`src/rtl/birdsong_i2s_tx.sv`:
```
// ============================================================================
// Module      : birdsong_i2s_tx
// Description : Mono I2S transmitter with sample FIFO, BCLK divider and sticky
//               error flags. Optional macro BIRDSONG_I2S_UNDERRUN_REPEAT_EN
//               repeats the last sample on underrun instead of sending silence.
// Revision    : 1.0 - initial release
// ============================================================================
`default_nettype none

module birdsong_i2s_tx #(
    parameter int CLK_DIV    = 4,
    parameter int FIFO_DEPTH = 4
) (
    input  logic        clk,
    input  logic        rst,
    input  logic [15:0] sample_in,
    input  logic        sample_valid,
    output logic        sample_ready,
    input  logic        clear_flags,
    output logic        bclk,
    output logic        lrclk,
    output logic        sdata,
    output logic        underrun,
    output logic        overflow
);

    localparam int                PTR_W    = $clog2(FIFO_DEPTH);
    localparam int                CNT_W    = PTR_W + 1;
    localparam logic [7:0]        DIV_LAST = 8'(CLK_DIV - 1);
    localparam logic [CNT_W-1:0]  DEPTH_C  = CNT_W'(FIFO_DEPTH);

    logic [7:0]       div_q, div_d;
    logic             bclk_q, bclk_d;
    logic [5:0]       bit_cnt_q, bit_cnt_d;
    logic             lrclk_q, lrclk_d;
    logic             sdata_q, sdata_d;
    logic [15:0]      held_q, held_d;
    logic [PTR_W-1:0] wr_ptr_q, wr_ptr_d;
    logic [PTR_W-1:0] rd_ptr_q, rd_ptr_d;
    logic [CNT_W-1:0] count_q, count_d;
    logic             underrun_q, underrun_d;
    logic             overflow_q, overflow_d;
    logic [15:0]      mem_q [FIFO_DEPTH];

    logic       w_tick, w_fall, w_pop, w_push, w_pop_data;
    logic       w_underrun_set, w_overflow_set;
    logic [4:0] w_pos;
    logic [3:0] w_idx;
    logic       w_slot_bit;

    assign sample_ready = (count_q < DEPTH_C);

    always_comb begin
        w_tick         = (div_q == DIV_LAST);
        w_fall         = w_tick && bclk_q;
        w_pop          = w_fall && (bit_cnt_q == 6'd63);
        w_push         = sample_valid && sample_ready;
        w_pop_data     = w_pop && (count_q != '0);
        w_underrun_set = w_pop && (count_q == '0);
        w_overflow_set = sample_valid && !sample_ready;
    end

    always_comb begin
        div_d      = w_tick ? 8'd0 : div_q + 8'd1;
        bclk_d     = w_tick ? ~bclk_q : bclk_q;
        bit_cnt_d  = w_fall ? bit_cnt_q + 6'd1 : bit_cnt_q;
        held_d     = held_q;
        wr_ptr_d   = w_push ? wr_ptr_q + PTR_W'(1) : wr_ptr_q;
        rd_ptr_d   = w_pop_data ? rd_ptr_q + PTR_W'(1) : rd_ptr_q;
        count_d    = count_q;
        underrun_d = underrun_q;
        overflow_d = overflow_q;

        if (w_pop_data) begin
            held_d = mem_q[rd_ptr_q];
        end else if (w_underrun_set) begin
`ifdef BIRDSONG_I2S_UNDERRUN_REPEAT_EN
            held_d = held_q;
`else
            held_d = 16'h0000;
`endif
        end

        case ({w_push, w_pop_data})
            2'b10:   count_d = count_q + CNT_W'(1);
            2'b01:   count_d = count_q - CNT_W'(1);
            default: count_d = count_q;
        endcase

        // A set event in the same cycle as clear_flags keeps the flag high.
        if (w_underrun_set)   underrun_d = 1'b1;
        else if (clear_flags) underrun_d = 1'b0;
        if (w_overflow_set)   overflow_d = 1'b1;
        else if (clear_flags) overflow_d = 1'b0;

        // Slot bit 0 is the I2S one-bit delay; bits 1..16 carry MSB first.
        w_pos      = bit_cnt_d[4:0];
        w_idx      = 4'(5'd16 - w_pos);
        w_slot_bit = ((w_pos != 5'd0) && (w_pos <= 5'd16)) ? held_d[w_idx] : 1'b0;
        lrclk_d    = w_fall ? bit_cnt_d[5] : lrclk_q;
        sdata_d    = w_fall ? w_slot_bit : sdata_q;
    end

    always_ff @(posedge clk or negedge rst) begin
        if (!rst) begin
            div_q      <= 8'd0;
            bclk_q     <= 1'b0;
            bit_cnt_q  <= 6'd63;
            lrclk_q    <= 1'b1;
            sdata_q    <= 1'b0;
            held_q     <= 16'h0000;
            wr_ptr_q   <= '0;
            rd_ptr_q   <= '0;
            count_q    <= '0;
            underrun_q <= 1'b0;
            overflow_q <= 1'b0;
        end else begin
            div_q      <= div_d;
            bclk_q     <= bclk_d;
            bit_cnt_q  <= bit_cnt_d;
            lrclk_q    <= lrclk_d;
            sdata_q    <= sdata_d;
            held_q     <= held_d;
            wr_ptr_q   <= wr_ptr_d;
            rd_ptr_q   <= rd_ptr_d;
            count_q    <= count_d;
            underrun_q <= underrun_d;
            overflow_q <= overflow_d;
        end
    end

    // Storage needs no reset: occupancy and pointers define what is valid.
    always_ff @(posedge clk) begin
        if (w_push) begin
            mem_q[wr_ptr_q] <= sample_in;
        end
    end

    assign bclk     = bclk_q;
    assign lrclk    = lrclk_q;
    assign sdata    = sdata_q;
    assign underrun = underrun_q;
    assign overflow = overflow_q;

endmodule

`default_nettype wire

```
`config.mk`:
```
export PLATFORM = sky130hd
export DESIGN_NAME = birdsong_i2s_tx
export DESIGN_NICKNAME = d
export VERILOG_FILES = /design/src/rtl/birdsong_i2s_tx.sv
export SDC_FILE = /design/constraint.sdc
export NUM_CORES = 1
export LEC_CHECK = 0
export ABC_AREA = 1
export CAP_MARGIN = 20
export CORE_ASPECT_RATIO = 1.2
export CORE_MARGIN = 2
export CORE_UTILIZATION = 40
export CTS_BUF_LIST = sky130_fd_sc_hd__clkbuf_16
export DETAILED_ROUTE_END_ITERATION = 16
export PLACE_DENSITY = 0.6
export SLEW_MARGIN = 20
export SYNTH_ARGS = -nofsm -noshare
export SYNTH_HDL_FRONTEND = slang
export SYNTH_SLANG_ARGS = --single-unit
```
`constraint.sdc`:
```
create_clock -name clk -period 7.2 [get_ports clk]
set_input_delay 1.44 -clock clk [delete_from_list [all_inputs] [get_ports clk]]
set_output_delay 1.44 -clock clk [all_outputs]
set_load 0.01 [all_outputs]
```
==> metrics list <==
* Routed length per placed instance: approximately 14 um
- Subtracting the final worst setup slack from the clock period gives ~3000 ps.
- Counting every sink on the clock net gives between 100 and 150.
- Startpoint of the lowest-slack hold path: lrclk$_DFFE_PN1N_
- The clock arrives with 8.88 ps of skew.
- Final total negative setup slack: 0 ps
* Primary FF master, synth: sky130_fd_sc_hd__edfxtp_1
- Max-cap violations in this run came to 0.
- For this design the ratio of total power to cell area is between 200 and 250 nW/um^2.
- For this block, the initial DRC count from the detailed router was 134.
- Most common cell in the netlist: sky130_fd_sc_hd__nand2_1
- Path type of the worst min-delay path: reg -> reg
- Most common library cells after synthesis: sky130_fd_sc_hd__nand2_1, sky130_fd_sc_hd__edfxtp_1, sky130_fd_sc_hd__nand3_1
- Number of global-route vias before repair: about 3100
- Number of cell rows: between 40 and 50
- Number of endpoints with negative hold slack in the final report: 0
* Setup repair after global routing missed its margin: false
* Result of the run: finished, final reports clean
- Maximum fanout count along the critical path: 7
* Final hold slack: 468 ps
* Fill cell count: roughly 1100
- CTS built an H-tree with a depth of 3.
- Slowest cell on crit path: sky130_fd_sc_hd__clkdlybuf4s50_1
* Path depth of the worst reg2reg path: 11
- Post-route non-filler standard cell count: 640
- Delay contributed by the slowest stage of the critical path: 610 ps
* Source of the worst register-to-register timing path: bit_cnt_q[1]$_DFF_PN1_
* Number of enable-type register cells in the synthesized netlist: between 60 and 70
- Critical Path Source Type: flip-flop
- The mapped netlist covers ~4700 um^2.
* Clock latency at the later pin of the worst-skew pair: 350 ps
* Layout cells sized above 1: roughly 11%
- Counting flops with an async set or reset pin after synthesis yields a share of between 30% and 40%.
- In the routed design, unresolved DRC markers number 0.
* Pin count of the biggest net entering global routing: 43
- Synthesis instantiated 35 different standard cells from the library.
* Crit. End Element: primary output
* Timing-limited maximum frequency: 0.339 GHz
- Clock tree synthesis selected as its root buffer the cell sky130_fd_sc_hd__clkbuf_16.
- The synthesized design contains 106 register bits.
- Summing the sequential cell areas from Yosys gives between 60% and 70% of the chip area.
- The worst register-to-register path has a setup slack of between 4000 and 5000 ps.
* Count of synthesis-stage warnings from yosys: 0
- After clock tree synthesis, the clock-pin slew on the worst setup and hold paths is around 70 ps.
* Adder-cell share of the synthesized area: approximately 2.5%
* Finish-stage setup viols: 0
* Final global-route overflow total: 0
- Counting every instance in the synthesized netlist gives 453.
- CTS tree: yes
- For this block, the routed nets add up to slightly below 9 mm of wire.
* P&R area growth vs syn: 13.9%
* Internal power consumption: between 0.8 and 0.9 mW
- At the pin with the least slew margin, the transition time is ~940 ps.
- After clock tree synthesis, the flow added hold-fix buffers numbering 0.
* Multiplexer share of the synthesized area: 0%
- Synthesized-area fraction occupied by and/or/nand/nor cells: 21.2%
- Of the total power, the share spent switching nets is between 20% and 30%.
* Number of input and output port buffers inserted: 25
- Number of buffers on the longest clock path: 2
- The repair_antennas step left the layout with diodes totalling 0.
- Top Family by Delay on Critical Path: buffers and inverters
* VDD IR-drop max: roughly 0.11 mV
- Vias: 3075
* Remaining max-slew budget at the tightest pin: between 30 and 40%
* Post-synth top area share: 40.5%
* Combined global-route utilization of all metal layers: 15.1%
- Of the total power, the clock network draws roughly two fifths.
- Clock buffer count from CTS: 9
- Synthesis produced a netlist with a net count of 482.
- The first global-routing pass estimated 14.7 mm of wire.
* Dpl cell area: 5110 um^2
- Combinational share of power: approximately 1.7%
- The synthesized design spends more area on one cell type than any other, namely sky130_fd_sc_hd__edfxtp_1.
- Core Area: 11600 um^2
* Worst path bufs/invs: 1
* Required time reported for the critical path endpoint: 5760 ps
- In this run the critical register-to-register path is captured at count_q[2]$_DFFE_PN0P_.
- Placer's final routability congestion estimate: around 0.77
* Static leakage power: between 2 and 2.5 nW
- Dominant combinational cell family by area after synthesis: simple AND/OR/NAND/NOR gates
- Once layout is done, the placed cells without fillers occupy between 5000 and 6000 um^2.
* Post-CTS setup repair buffer count: 0
- Gates resized during post-CTS repair numbered 0.
- Mean area per synthesized cell: between 10 and 15 um^2
- Summed over all nets, the switching power comes to between 0.2 and 0.25 mW.
- Max-slew violation total from the final report: 0
* Average vias per placed instance: approximately 4.8
* Critical Setup Path Class: reg -> out
- In this run, flip-flops and latches consume 56.6% of the power.
* Instance count along the most critical hold path: 2
- Chain of cells forming the critical path: clkdlybuf4s50_1
- Area of the die: approximately 13000 um^2
- Before antenna repair, the detailed router went through 4 iterations.
- Number of cells in the design after placement: between 600 and 700
* Boundary pin count: 26
- Final nets: about 510
- Dividing the final minimum period by the clock period gives between 40% and 50%.
- Die Span Y: 123 um
* Number of antenna-violating nets in the routed design: 0
* Largest cells by area after synthesis: sky130_fd_sc_hd__edfxtp_1, sky130_fd_sc_hd__dfrtp_1, sky130_fd_sc_hd__nand2_1
- Compound-Gate Fraction of Synth Area: under 10%
- Summed over all nets, the half-perimeter wirelength after detailed placement is 5.68 mm.
* Hold-critical path endpoint: lrclk$_DFFE_PN1N_
* Effective utilization at floorplan: ~41%
- PnR Total Power: approximately 1.1 mW
* Horizontal die dimension: 103 um
- Data on the critical path arrives at its endpoint at roughly 1500 ps.
- The initial antenna violation count came to 0.
- XOR/XNOR share of the synthesized area: approximately 2.6%
## logic make-up after synthesis
| logic type | after synthesis |
|---|---|
| and+or+nand+nor | 223 |
| DFF | 106 |
| buffers and inverters | 57 |
| AOI/OAI and AO/OA | 44 |
| xor gates and xnor gates | 14 |
| adders and majority gates | 9 |
## how the worst max path moves through the flow
stage                                        end        startpoint  slack, ps  depth (start not counted)
after CTS                                   bclk  bclk$_DFFE_PN0N_       4230                          1
final                                       bclk  bclk$_DFFE_PN0N_       4250                          1
after global routing      count_q[2]$_DFFE_PN0P_      sample_valid       4150                          8
after global placement    count_q[2]$_DFFE_PN0P_      sample_valid       3930                          8
after detailed placement  count_q[2]$_DFFE_PN0P_      sample_valid       3920                          8
after floorplan            mem_q[0][0]$_DFFE_PP_      sample_valid       4490                          2
## metrics by stage
| stage | worst slack (ps) | util [%] |
|---|---|---|
| 4_1_cts | 4230 | 46.7 |
| 6_report | 4250 | 46.7 |
| 2_1_floorplan | 4490 | - |
| 3_5_place_dp | 3920 | 44.2 |
| 3_3_place_gp | 3930 | 44.2 |
| 5_1_grt | 4150 | 46.7 |
## layout make-up
class                           instances  area [um^2]  area share [%]
Timing Repair Buffer                   29          275            5.09
Tap cell                              157          196            3.64
Clock inverter                          7         61.3            1.13
Multi-Input combinational cell        290         1500            27.7
Sequential cell                       106         2980            55.2
Inverter                               42          163            3.01
Clock buffer                            9          225            4.17
## power groups by stage
| stage | sequential, mW | clock [mW] | combinational [mW] |
|---|---|---|---|
| after CTS | 0.645 | 0.485 | 0.0202 |
| final | 0.646 | 0.475 | 0.0196 |
| after global routing | 0.645 | 0.509 | 0.0214 |
| after floorplan | 0.659 | 0 | 0.000351 |
| after global placement | 0.658 | 0 | 0.0198 |
| after detailed placement | 0.658 | 0 | 0.0202 |
## registers in the layout, summed over array words and instances (netlist names)
name,count
bclk,1
count_q,3
wr_ptr_q,2
bit_cnt_q,6
sdata,1
div_q,8
underrun,1
lrclk,1
rd_ptr_q,2
overflow,1
mem_q,64
held_q,16
## cell usage in the layout, fill, tap and decap left out, drive strengths merged, types with 5 or more instances in the layout
master and instances:
buf 5, clkbuf 9, clkdlybuf4s50 24, dfrtp 35, dfstp 7, edfxtp 64, ha 8, inv 44
nand2 125, nand3 52, nor2 39, o21ai 33, xor2 11
## routing by layer
metal / GRT usage [%] / vias to the layer above / wire [um] / part of all wire, %
met4: 5.10 / 0 / 151 / 1.7
met1: 19.3 / 1479 / 3960 / 46
met2: 25.8 / 37 / 4360 / 50
li1: - / 1549 / - / -
met3: 2.60 / 10 / 198 / 2.3
met5: 0 / - / 0 / 0
Power figures use the tool's default switching activity.
